File: config.mk
export PLATFORM = sky130hd
export DESIGN_NAME = instr_encoder
export DESIGN_NICKNAME = d
export VERILOG_FILES = /design/src/rtl/rv32_pkg.sv /design/src/rtl/instr_pack.sv /design/src/rtl/instr_encoder.sv
export SDC_FILE = /design/constraint.sdc
export NUM_CORES = 1
export LEC_CHECK = 0
export CELL_PAD_IN_SITES_DETAIL_PLACEMENT = 1
export CELL_PAD_IN_SITES_GLOBAL_PLACEMENT = 2
export CORE_ASPECT_RATIO = 1.1
export CORE_MARGIN = 3
export CORE_UTILIZATION = 25
export DETAILED_ROUTE_END_ITERATION = 6
export GPL_TIMING_DRIVEN = 0
export PLACE_DENSITY = 0.89
export SLEW_MARGIN = 20
export SYNTH_ARGS = -nofsm -noshare
export SYNTH_HDL_FRONTEND = slang
export SYNTH_SLANG_ARGS = --single-unit
export TNS_END_PERCENT = 30
File: constraint.sdc
create_clock -name clk -period 5.1 [get_ports clk]
set_clock_uncertainty 0.1 [all_clocks]
set_input_delay 1.02 -clock clk [delete_from_list [all_inputs] [get_ports clk]]
set_output_delay 1.02 -clock clk [all_outputs]
set_load 0.1 [all_outputs]
File: src/rtl/rv32_pkg.sv
// RV32I opcode constants, format enum and NOP word shared by the encoder.
// Imported by instr_pack and instr_encoder.
package rv32_pkg;

  localparam logic [6:0] OP_IMM = 7'b0010011;
  localparam logic [6:0] LOAD   = 7'b0000011;
  localparam logic [6:0] STORE  = 7'b0100011;
  localparam logic [6:0] AUIPC  = 7'b0010111;
  localparam logic [6:0] LUI    = 7'b0110111;
  localparam logic [6:0] JAL    = 7'b1101111;
  localparam logic [6:0] JALR   = 7'b1100111;
  localparam logic [6:0] BRANCH = 7'b1100011;
  localparam logic [6:0] OP     = 7'b0110011;

  localparam logic [31:0] NOP = 32'h0000_0013;

  typedef enum logic [2:0] {
    FMT_R,
    FMT_I,
    FMT_S,
    FMT_B,
    FMT_U,
    FMT_J,
    FMT_BAD
  } fmt_e;

endpackage

File: src/rtl/instr_pack.sv
// Combinational RV32I packer: format decode, immediate range check, packing.
// Ports: opcode/rd/rs1/rs2/funct3/funct7/imm in; instr word and legal out.
module instr_pack
  import rv32_pkg::*;
(
  input  logic [6:0]  opcode,
  input  logic [4:0]  rd,
  input  logic [4:0]  rs1,
  input  logic [4:0]  rs2,
  input  logic [2:0]  funct3,
  input  logic [6:0]  funct7,
  input  logic [31:0] imm,
  output logic [31:0] instr,
  output logic        legal
);

  fmt_e fmt;

  always_comb begin
    unique case (opcode)
      OP:                 fmt = FMT_R;
      OP_IMM, LOAD, JALR: fmt = FMT_I;
      STORE:              fmt = FMT_S;
      BRANCH:             fmt = FMT_B;
      LUI, AUIPC:         fmt = FMT_U;
      JAL:                fmt = FMT_J;
      default:            fmt = FMT_BAD;
    endcase
  end

  // In range: every bit above the top encoded bit matches it.
  logic fit12, fit13, fit21;
  assign fit12 = (&imm[31:11]) | ~(|imm[31:11]);
  assign fit13 = (&imm[31:12]) | ~(|imm[31:12]);
  assign fit21 = (&imm[31:20]) | ~(|imm[31:20]);

  always_comb begin
    instr = NOP;
    legal = 1'b0;
    unique case (fmt)
      FMT_R: begin
        instr = {funct7, rs2, rs1, funct3, rd, opcode};
        legal = 1'b1;
      end
      FMT_I: begin
        instr = {imm[11:0], rs1, funct3, rd, opcode};
        legal = fit12;
      end
      FMT_S: begin
        instr = {imm[11:5], rs2, rs1, funct3, imm[4:0], opcode};
        legal = fit12;
      end
      FMT_B: begin
        instr = {imm[12], imm[10:5], rs2, rs1, funct3,
                 imm[4:1], imm[11], opcode};
        legal = fit13 & ~imm[0];
      end
      FMT_U: begin
        instr = {imm[31:12], rd, opcode};
        legal = ~(|imm[11:0]);
      end
      FMT_J: begin
        instr = {imm[20], imm[10:1], imm[11], imm[19:12], rd, opcode};
        legal = fit21 & ~imm[0];
      end
      default: begin
        instr = NOP;
        legal = 1'b0;
      end
    endcase
  end

endmodule

File: src/rtl/instr_encoder.sv
// RV32I field encoder with one registered valid/ready output stage.
// Ports: clk/rst/clr, field bundle in (valid/ready), instr/addr/err out, err_count.
module instr_encoder
  import rv32_pkg::*;
#(
  parameter int          ADDR_W   = 10,
  parameter logic [31:0] NOP_WORD = NOP
) (
  input  logic              clk,
  input  logic              rst,
  input  logic              clr,
  input  logic              in_valid,
  output logic              in_ready,
  input  logic [6:0]        opcode,
  input  logic [4:0]        rd,
  input  logic [4:0]        rs1,
  input  logic [4:0]        rs2,
  input  logic [2:0]        funct3,
  input  logic [6:0]        funct7,
  input  logic [31:0]       imm,
  output logic              out_valid,
  input  logic              out_ready,
  output logic [31:0]       instr,
  output logic [ADDR_W-1:0] addr,
  output logic              err,
  output logic [15:0]       err_count
);

  logic [31:0]       word;
  logic              legal;
  logic [ADDR_W-1:0] cnt;
  logic [ADDR_W-1:0] cnt_nxt;
  logic              in_fire;
  logic              out_fire;

  instr_pack u_pack (
    .opcode (opcode),
    .rd     (rd),
    .rs1    (rs1),
    .rs2    (rs2),
    .funct3 (funct3),
    .funct7 (funct7),
    .imm    (imm),
    .instr  (word),
    .legal  (legal)
  );

  assign in_ready = !out_valid || out_ready;
  assign in_fire  = in_valid && in_ready;
  assign out_fire = out_valid && out_ready;

  // Counter value after this edge; a newly loaded beat takes it.
  always_comb begin
    cnt_nxt = cnt;
    if (clr)           cnt_nxt = '0;
    else if (out_fire) cnt_nxt = cnt + 1'b1;
  end

  always_ff @(posedge clk) begin
    if (rst) begin
      out_valid <= 1'b0;
      instr     <= '0;
      addr      <= '0;
      err       <= 1'b0;
      err_count <= '0;
      cnt       <= '0;
    end else begin
      cnt <= cnt_nxt;
      if (in_fire) begin
        out_valid <= 1'b1;
        instr     <= legal ? word : NOP_WORD;
        err       <= !legal;
        addr      <= cnt_nxt;
      end else if (out_fire) begin
        out_valid <= 1'b0;
      end
      if (clr)
        err_count <= '0;
      else if (in_fire && !legal && err_count != 16'hFFFF)
        err_count <= err_count + 16'd1;
    end
  end

endmodule

-- Word level (Yosys, flattened, before mapping)
Cells that the tools add are included.
W data, S select, Z words.
- input port bits: 69
- output and inout port bits: 61
- logic and storage cells: 61
- flip-flop bits (word level): 70
- $add $sub $neg: 2
- multiplexer cells: 8
- reduce and logical (&&, ||, !) cells: 20
- bitwise operators: 10
- equality and inequality tests: 15
- operators with widths (operator ; number):
    $pmux W32 S6 ; 1
    $mux W32 ; 1
    $reduce_or A12 Y1 ; 2
    $eq A7 B6 Y1 const B ; 3
    $eq A7 B7 Y1 const B ; 3
    $reduce_and A21 Y1 ; 1
    $reduce_or A21 Y1 ; 1
    $mux W10 ; 2
    $reduce_and A20 Y1 ; 1
    $reduce_or A20 Y1 ; 1
    $pmux W3 S6 ; 1
    $add A16 B1 Y16 const B ; 1
    $ne A16 B16 Y1 const B ; 1
    $eq A7 B5 Y1 const B ; 2
    $reduce_and A12 Y1 ; 1
    $add A10 B1 Y10 const B ; 1
    $eq A7 B2 Y1 const B ; 1
    $eq A3 B2 Y1 const B ; 2
    $eq A3 B3 Y1 const B ; 2
    $reduce_or A2 Y1 ; 3
    $not A1 Y1 ; 5
    $pmux W1 S5 ; 1
    $logic_and A1 B1 Y1 ; 4
    $eq A3 B1 Y1 const B ; 1
    8 further kinds ; 13

-- Longest topological paths before layout
Gate-level depths: netlist (run 1).
- depth after elaboration: 9
- depth in mapped cells: 14

-- Modules after synthesis
Synthesis (run 1) repeated with hierarchy kept, for this count alone.
- cell total of the unflattened synthesis: 518
- area, all modules: 4001.3 um^2
- by module, submodules not included (module ; instances ; seq. area each (um^2) ; area an instance (um^2) ; cells an instance):
    instr_encoder ; 1 ; 1401.3 ; 2955.3 ; 356
    instr_pack ; 1 ; 0.0 ; 1046.0 ; 162

-- Worst setup path after synthesis (run 1)
OpenSTA, ideal clock, no wires.
- kind: in2reg
- start: input port opcode[6]
- end: register instr[10]
- cell stages on the path: 13
- library setup time: 0.069 ns
- data arrival time: 3.730 ns
- path buffers: 3
- data required time: 4.931 ns
- path slack: 1.201 ns
- cell sequence: buf_2 -> or3b_4 -> a21oi_2 -> inv_2 -> ha_1 -> nor4_2 -> nand3_1 -> o32ai_2 -> nor2_1 -> or3_1 -> buf_6 -> buf_12 -> o21ai_2
- cells in the longest elaborated chain, start to end: 7
- elaborated cells between the ends (all ways): 22
- classes of those cells: 14 x eq/ne; 4 x mux; 4 x reduce/logical
- RTL lines (what ; RTL line ; source):
    start: declaration ; instr_encoder.sv:14 ; input logic [6:0] opcode,
    $eq A7 B5 Y1, or another cell as far along ; instr_pack.sv:20 ; unique case (opcode)
    $reduce_or A3 Y1 or $reduce_or A2 Y1 (tied branches) ; instr_pack.sv:20 ;
    $pmux W3 S6 * ; instr_pack.sv:20 ;
    $eq A3 B1 Y1 or $eq A3 B2 Y1 (tied branches) ; instr_pack.sv:40 ; unique case (fmt)
    $reduce_or A2 Y1 (no line) ; -- ;
    $pmux W1 S5 ; instr_pack.sv:40 ;
    $mux W32 * ; instr_encoder.sv:71 ; instr <= legal ? word : NOP_WORD;
    end signal: assignment ; instr_encoder.sv:71 ;
    end: declaration ; instr_encoder.sv:23 ; output logic [31:0] instr,
Mark *: on every way between the ends. The rest lies on a longest branch, timed or not.
A chain may end at the register's enable or synchronous reset.

-- Worst setup path in the final report (run 1)
- start: input port opcode[4]
- end: register instr[24]
Same word-level chain as after synthesis.

==> results of run 1 <==
cells by family after synthesis:
kind of cell               after synthesis  synth area share
xor gates and xnor gates                 9           0.02237
muxes                                    2          0.005682
AOI/OAI and AO/OA                      120            0.2447
adders and majority gates                3           0.01065
DFF                                     70            0.3977
buffers and inverters                   32           0.04900
and+or+nand+nor                        180            0.2699
per-stage QoR:
| stage | total power [mW] | std cells | cell area [sq um] | util | worst slack, ns |
|---|---|---|---|---|---|
| final | 1.340 | 742 | 5304 | 0.3932 | 0.4160 |
| after global routing | 1.393 | 742 | 5304 | 0.3932 | 0.1793 |
| after CTS | 1.358 | 742 | 5304 | 0.3932 | 0.4598 |
| after detailed placement | 0.7358 | 726 | 5015 | 0.3718 | 0.1165 |
| after global placement | 0.7327 | 726 | 5015 | 0.3718 | 0.1749 |
| after floorplan | 0.6437 | 416 | 3523 | - | 1.201 |
cell usage after synthesis, drive strengths merged (3+ instances only):
library cell | n | area share
a211oi | 4 | 0.0085
nand2 | 48 | 0.051
or2 | 4 | 0.0078
clkbuf | 18 | 0.019
nor3 | 18 | 0.026
a22o | 5 | 0.012
o21ai | 36 | 0.063
a222oi | 10 | 0.028
and2 | 9 | 0.016
o211ai | 3 | 0.0078
or3 | 8 | 0.015
or4 | 13 | 0.029
ha | 3 | 0.011
dfxtp | 70 | 0.40
a22oi | 18 | 0.038
nor4 | 7 | 0.014
nor2 | 27 | 0.029
o31ai | 11 | 0.023
xor2 | 6 | 0.015
nand4 | 11 | 0.020
a21oi | 23 | 0.034
nand3 | 16 | 0.023
a31oi | 3 | 0.0096
xnor2 | 3 | 0.0075
inv | 6 | 0.0064
buf | 8 | 0.023
and3 | 9 | 0.016
layout make-up:
type / count / area, sq um / share of cell area
plain buffers: 26 / 150.1 / 0.02831
clock buffers: 9 / 225.2 / 0.04246
clock inverters: 7 / 63.81 / 0.01203
inverters: 6 / 22.52 / 0.004246
multi-input cells: 314 / 1949 / 0.3675
flip-flops and latches: 70 / 1401 / 0.2642
well taps: 184 / 230.2 / 0.04341
repair buffers: 126 / 1261 / 0.2378
worst max-delay path: stages:
cell,delay [ns]
clkdlybuf4s50_1,0.59
or3b_4,0.43
a21oi_2,0.26
inv_2,0.11
ha_1,0.27
nor4_2,0.85
nand3_1,0.18
o32ai_2,0.18
nor2_1,0.12
or3_1,0.38
buf_6,0.15
buf_8,0.14
o21ai_1,0.14
power breakdown:
part	total [mW]	switching (mW)	internal (mW)	leakage [nW]
registers	0.555	0.00403	0.551	0.565
clock network	0.616	0.276	0.340	0.136
logic	0.169	0.0994	0.0698	1.03
state kept, by name, indices dropped and copies added, names as in the netlist:
name / cells
instr: 32
addr: 10
err: 1
err_count: 16
cnt: 10
out_valid: 1
per-layer routing:
layer / vias up / global-route usage
met1: 1811 / 0.1927
met2: 136 / 0.3006
met3: 16 / 0.05467
li1: 1855 / -
met5: - / 0
met4: 0 / 0.05112
cells in the final DEF (no fill, tap or decap), types with 7 or more instances in the layout:
| master | instances |
|---|---|
| and2_1 | 9 |
| or4_1 | 12 |
| nand3_1 | 16 |
| and3_1 | 8 |
| clkbuf_16 | 9 |
| o21ai_2 | 11 |
| or3_1 | 7 |
| nor3_1 | 18 |
| o21ai_0 | 16 |
| a222oi_1 | 10 |
| o31ai_1 | 11 |
| o21ai_1 | 9 |
| clkbuf_1 | 18 |
| nand4_1 | 11 |
| dfxtp_1 | 70 |
| nand2_1 | 48 |
| clkdlybuf4s50_1 | 126 |
| a21oi_1 | 22 |
| nor2_1 | 27 |
| a22oi_1 | 18 |
final timing paths:
| check | cells after the start | startpoint | to | slack [ns] |
|---|---|---|---|---|
| setup / recovery | 13 | opcode[4] | instr[24] | 0.42 |
| hold / removal | 2 | instr[25] | instr[25] | 0.35 |
| setup reg to reg | 8 | err_count[3] | err_count[15] | 2.20 |
| hold reg to reg | 2 | instr[25] | instr[25] | 0.35 |
==> impl_metrics.tcl, run 1 <==
set metrics [dict create \
    port-buffer-count 126 \
    core_sq_um 13490 \
    drc 0 \
    clock-sinks 70 \
    hold_violations 0 \
    cts.clk_slew.worst_paths_ns 0.06 \
    hp-class "reg -> reg" \
    htree_levels 3 \
    tightestPinTransition_ns 1.135 \
    netlist_area_sq_um 3523 \
    critical_path_arrival_ns 4.85 \
    synth_edf_count 0 \
    post_cts_buffers 0 \
    grt_usage 0.1683 \
    wl_met3_um 1041 \
    yosys_warnings 0 \
    fin_crit_sh 0.9184 \
    slew-limit-headroom 0.2378 \
    final_nets 625 \
    outcome "finished, final reports clean" \
    crit_path_end_kind "flip-flop" \
    drv_cap 0 \
    avgSynthCellArea_sq_um 8.470 \
    dp_hpwl_um 10200 \
    wirelength_um 13140 \
    critical_path_class "in -> reg" \
    wl_met1_um 5528 \
    start_kind "input pin" \
    wl_per_cell_um 17.70 \
    insertion_delay_ns 0.34 \
    drive_gt1_frac 0.08602 \
    cts_buffers 9 \
    num_rows 44 \
    ir_worst_vdd_v 0.0001180 \
    dr_total_vias 3818 \
    syn_nets 488 \
    die_h_um 130.5 \
    wl_met2_um 6409 \
    syn_to_final_growth_pct 50.53 \
    diodes 0 \
    cts_tree "yes" \
    viasPerCell 5.146 \
    post_cts_resized 0 \
    final-setup-viol-count 0 \
    grt_pass1_vias 3946 \
    power_density_nw_per_um2 252.6 \
    syn_inst 416 \
    fp.dieW_um 119.2 \
    synth-seq-area-share 0.3977 \
    fill_cells 1579 \
    cp.required_ns 5.26 \
    grt_max_degree 16 \
    initial_core_util 0.2612 \
    first_pass_iters 4 \
    setup_tns_ns 0 \
    overflow 0 \
    async_reset_ff_frac 0 \
    antenna_found_initial 0 \
    grt_pass1_wl_um 20890 \
    clockBufferDepth 2 \
    synth_seq_cells 70 \
    hold_buffers 0 \
    max_freq_ghz 0.2135 \
    ys.flop_type "dfxtp_1" \
    dieArea_sq_um 15560 \
    min_period_ns 4.684 \
    critPathMaxFanout 10 \
    highest_layer "met4" \
    ioPinCount 130 \
    place_congestion 0.8692 \
    ys_types 57 \
    cts-root-buf "clkbuf_16" \
    p_leak_nw 1.736 \
    antenna_left 0 \
    drt-initial-drc-count 237 \
    rsz0062_at_grt "no" \
    holdWs_ns 0.3469 \
    final_max_slew_viol_count 0 \
]
Power figures use the tool's default switching activity.
==> run 2: changes to the inputs <==
Settings changed: CAP_MARGIN set to 10, PLACE_DENSITY 0.89 to 0.84.
==> run 2 against run 1 <==
Compared with the run above: clock power grew 11%; register-to-register slack better by 0.02 ns; power rose by 5.0%; worst setup slack got worse by 0.10 ns; critical path depth unchanged; non-clock buffer count unchanged; worst hold slack lost 0.0028 ns; sequential power is essentially flat; global-route usage shrank 0.69 points; final cell count unchanged; largest power group unchanged.
==> impl_metrics.tcl, run 2 (synthesis gave the netlist of run 1 again) <==
set metrics [dict create \
    outcome "finished, final reports clean" \
    grtUsageMet1 0.1837 \
    drv_cap 0 \
    regMostFlops "instr" \
    min-delay-start "instr[26]" \
    grt_use_met2 0.2893 \
    wl_per_cell_um 17.10 \
    dr_total_vias 3839 \
    use_met3 0.05725 \
    cts-root-buf "clkbuf_16" \
    reg2reg_depth 8 \
    htree_levels 3 \
    first_pass_iters 5 \
    setup_tns_ns 0 \
    ir_worst_vdd_v 0.0001223 \
    grt_pass1_vias 3950 \
    max_stage_delay_ns 0.87 \
    insertion_delay_ns 0.33 \
    viasPerCell 5.174 \
    dp_hpwl_um 9976 \
    final_cell_mix "126 x clkdlybuf4s50_1, 70 x dfxtp_1, 48 x nand2_1" \
    antenna_found_initial 0 \
    cts_buffers 9 \
    final-setup-viol-count 0 \
    holdPathEnd "instr[26]" \
    final_max_slew_viol_count 0 \
    place_congestion 0.8508 \
    hold_buffers 0 \
    top_usage_layer "met2" \
    r2r_slack_ns 2.22 \
    power.share.clock 0.487 \
    antenna_left 0 \
    r2r_end "err_count[15]" \
    critical_path_arrival_ns 4.95 \
    diodes 0 \
    rr_startpoint "err_count[2]" \
    grt_usage 0.1615 \
    drive_gt1_frac 0.08602 \
    cp.required_ns 5.26 \
    tightestPinTransition_ns 0.9996 \
    fill_cells 1599 \
    drt-initial-drc-count 238 \
    hold_depth 2 \
    critPathMaxFanout 10 \
    core_sq_um 13490 \
    overflow 0 \
    rsz0062_at_grt "no" \
    fin_crit_sh 0.9389 \
    start_kind "input pin" \
    seqCellArea_sq_um 1401 \
    hold_violations 0 \
    layout_commonest_cell "clkdlybuf4s50_1" \
    dieArea_sq_um 15560 \
    syn_to_final_growth_pct 51.49 \
    clockBufferDepth 2 \
    swShare 0.2535 \
    cts.clk_slew.worst_paths_ns 0.06 \
    power_frac_seq 0.394 \
    post_cts_buffers 0 \
    grt_max_degree 14 \
    min_period_ns 4.788 \
    largestRegisters "instr x32, err_count x16" \
    power_switching_mw 0.3567 \
    fin_cells 742 \
    post_cts_resized 0 \
    critical_path_class "in -> reg" \
    crit_path_end_kind "flip-flop" \
    largest_reg_flops 32 \
    initial_core_util 0.2612 \
    grt_pass1_wl_um 20200 \
    cts_tree "yes" \
    path_cells "clkdlybuf4s50_1 > or3b_4 > a21oi_2 > inv_2 > ha_1 > nor4_2 > nand3_1 > o32ai_2 > nor2_1 > or3_1 > buf_6 > buf_8 > o21ai_1" \
    max_freq_ghz 0.2088 \
    wirelength_um 12690 \
    crit_slowest_cell "nor4_2" \
    hp-class "reg -> reg" \
    multi_input_area_sq_um 1949 \
    final_nets 625 \
    clock-sinks 70 \
    num_rows 44 \
    fp.dieW_um 119.2 \
    placed_cells 726 \
    drc 0 \
    ioPinCount 130 \
    combPwrFrac 0.119 \
    port-buffer-count 126 \
    slew-limit-headroom 0.3280 \
    die_h_um 130.5 \
    power_density_nw_per_um2 263.6 \
    intPower_mw 1.051 \
    p_leak_nw 1.751 \
]
==> run 2: changes by cell type in the layout (fill, tap and decap cells not counted) <==
| cell | change |
|---|---|
| bufinv_16 | +2 |
| inv_6 | -1 |
| clkinv_2 | +1 |
| inv_8 | -2 |
==> run 2: how the worst max path moves through the flow <==
| stage | cells past startpoint | end | slack, ns | startpoint |
|---|---|---|---|---|
| 2_1_floorplan | 13 | instr[10] | 1.20 | opcode[6] |
| 3_3_place_gp | 13 | instr[10] | 0.07 | opcode[4] |
| 3_5_place_dp | 13 | instr[20] | 0.03 | opcode[4] |
| 4_1_cts | 13 | instr[20] | 0.36 | opcode[4] |
| 5_1_grt | 13 | instr[22] | 0.02 | opcode[4] |
| 6_report | 13 | instr[20] | 0.31 | opcode[4] |
==> run 2: power groups by stage <==
stage	clock network (mW)	registers, mW	logic, mW
final	0.685	0.555	0.167
after global routing	0.724	0.555	0.180
after CTS	0.704	0.555	0.169
after detailed placement	0	0.567	0.168
after global placement	0	0.567	0.166
after floorplan	0	0.593	0.0510
==> run 2: critical path: cells and delay by family <==
| family | cells | cell delay [ns] |
|---|---|---|
| AOI/OAI and AO/OA | 3 | 0.61 |
| buffers and inverters | 4 | 1.01 |
| and+or+nand+nor | 5 | 2.02 |
| adders and majority gates | 1 | 0.28 |
==> run 2: layer usage <==
| layer | routed length [um] | share of wire | vias up |
|---|---|---|---|
| met1 | 5320 | 0.42 | 1838 |
| met2 | 6187 | 0.49 | 145 |
| met5 | 0 | 0 | - |
| met3 | 1041 | 0.082 | 12 |
| met4 | 141 | 0.011 | 0 |
| li1 | - | - | 1844 |
==> run 2: final cells by class <==
type / count / area share
Buffer: 26 / 0.02813
Clock buffer: 9 / 0.04219
Multi-Input combinational cell: 314 / 0.3652
Tap cell: 184 / 0.04313
Sequential cell: 70 / 0.2625
Inverter: 6 / 0.004219
Clock inverter: 7 / 0.01828
Timing Repair Buffer: 126 / 0.2363
==> run 2: through the flow <==
step	total power [mW]	setup WS (ns)	utilization	area, sq um	hold WS [ns]
after floorplan	0.6437	1.201	-	3523	0.4341
after global placement	0.7326	0.06607	0.3718	5015	0.3339
after detailed placement	0.7350	0.03251	0.3718	5015	0.3430
after CTS	1.428	0.3564	0.3957	5338	0.3495
after global routing	1.458	0.02201	0.3957	5338	0.3636
final	1.407	0.3116	0.3957	5338	0.3440
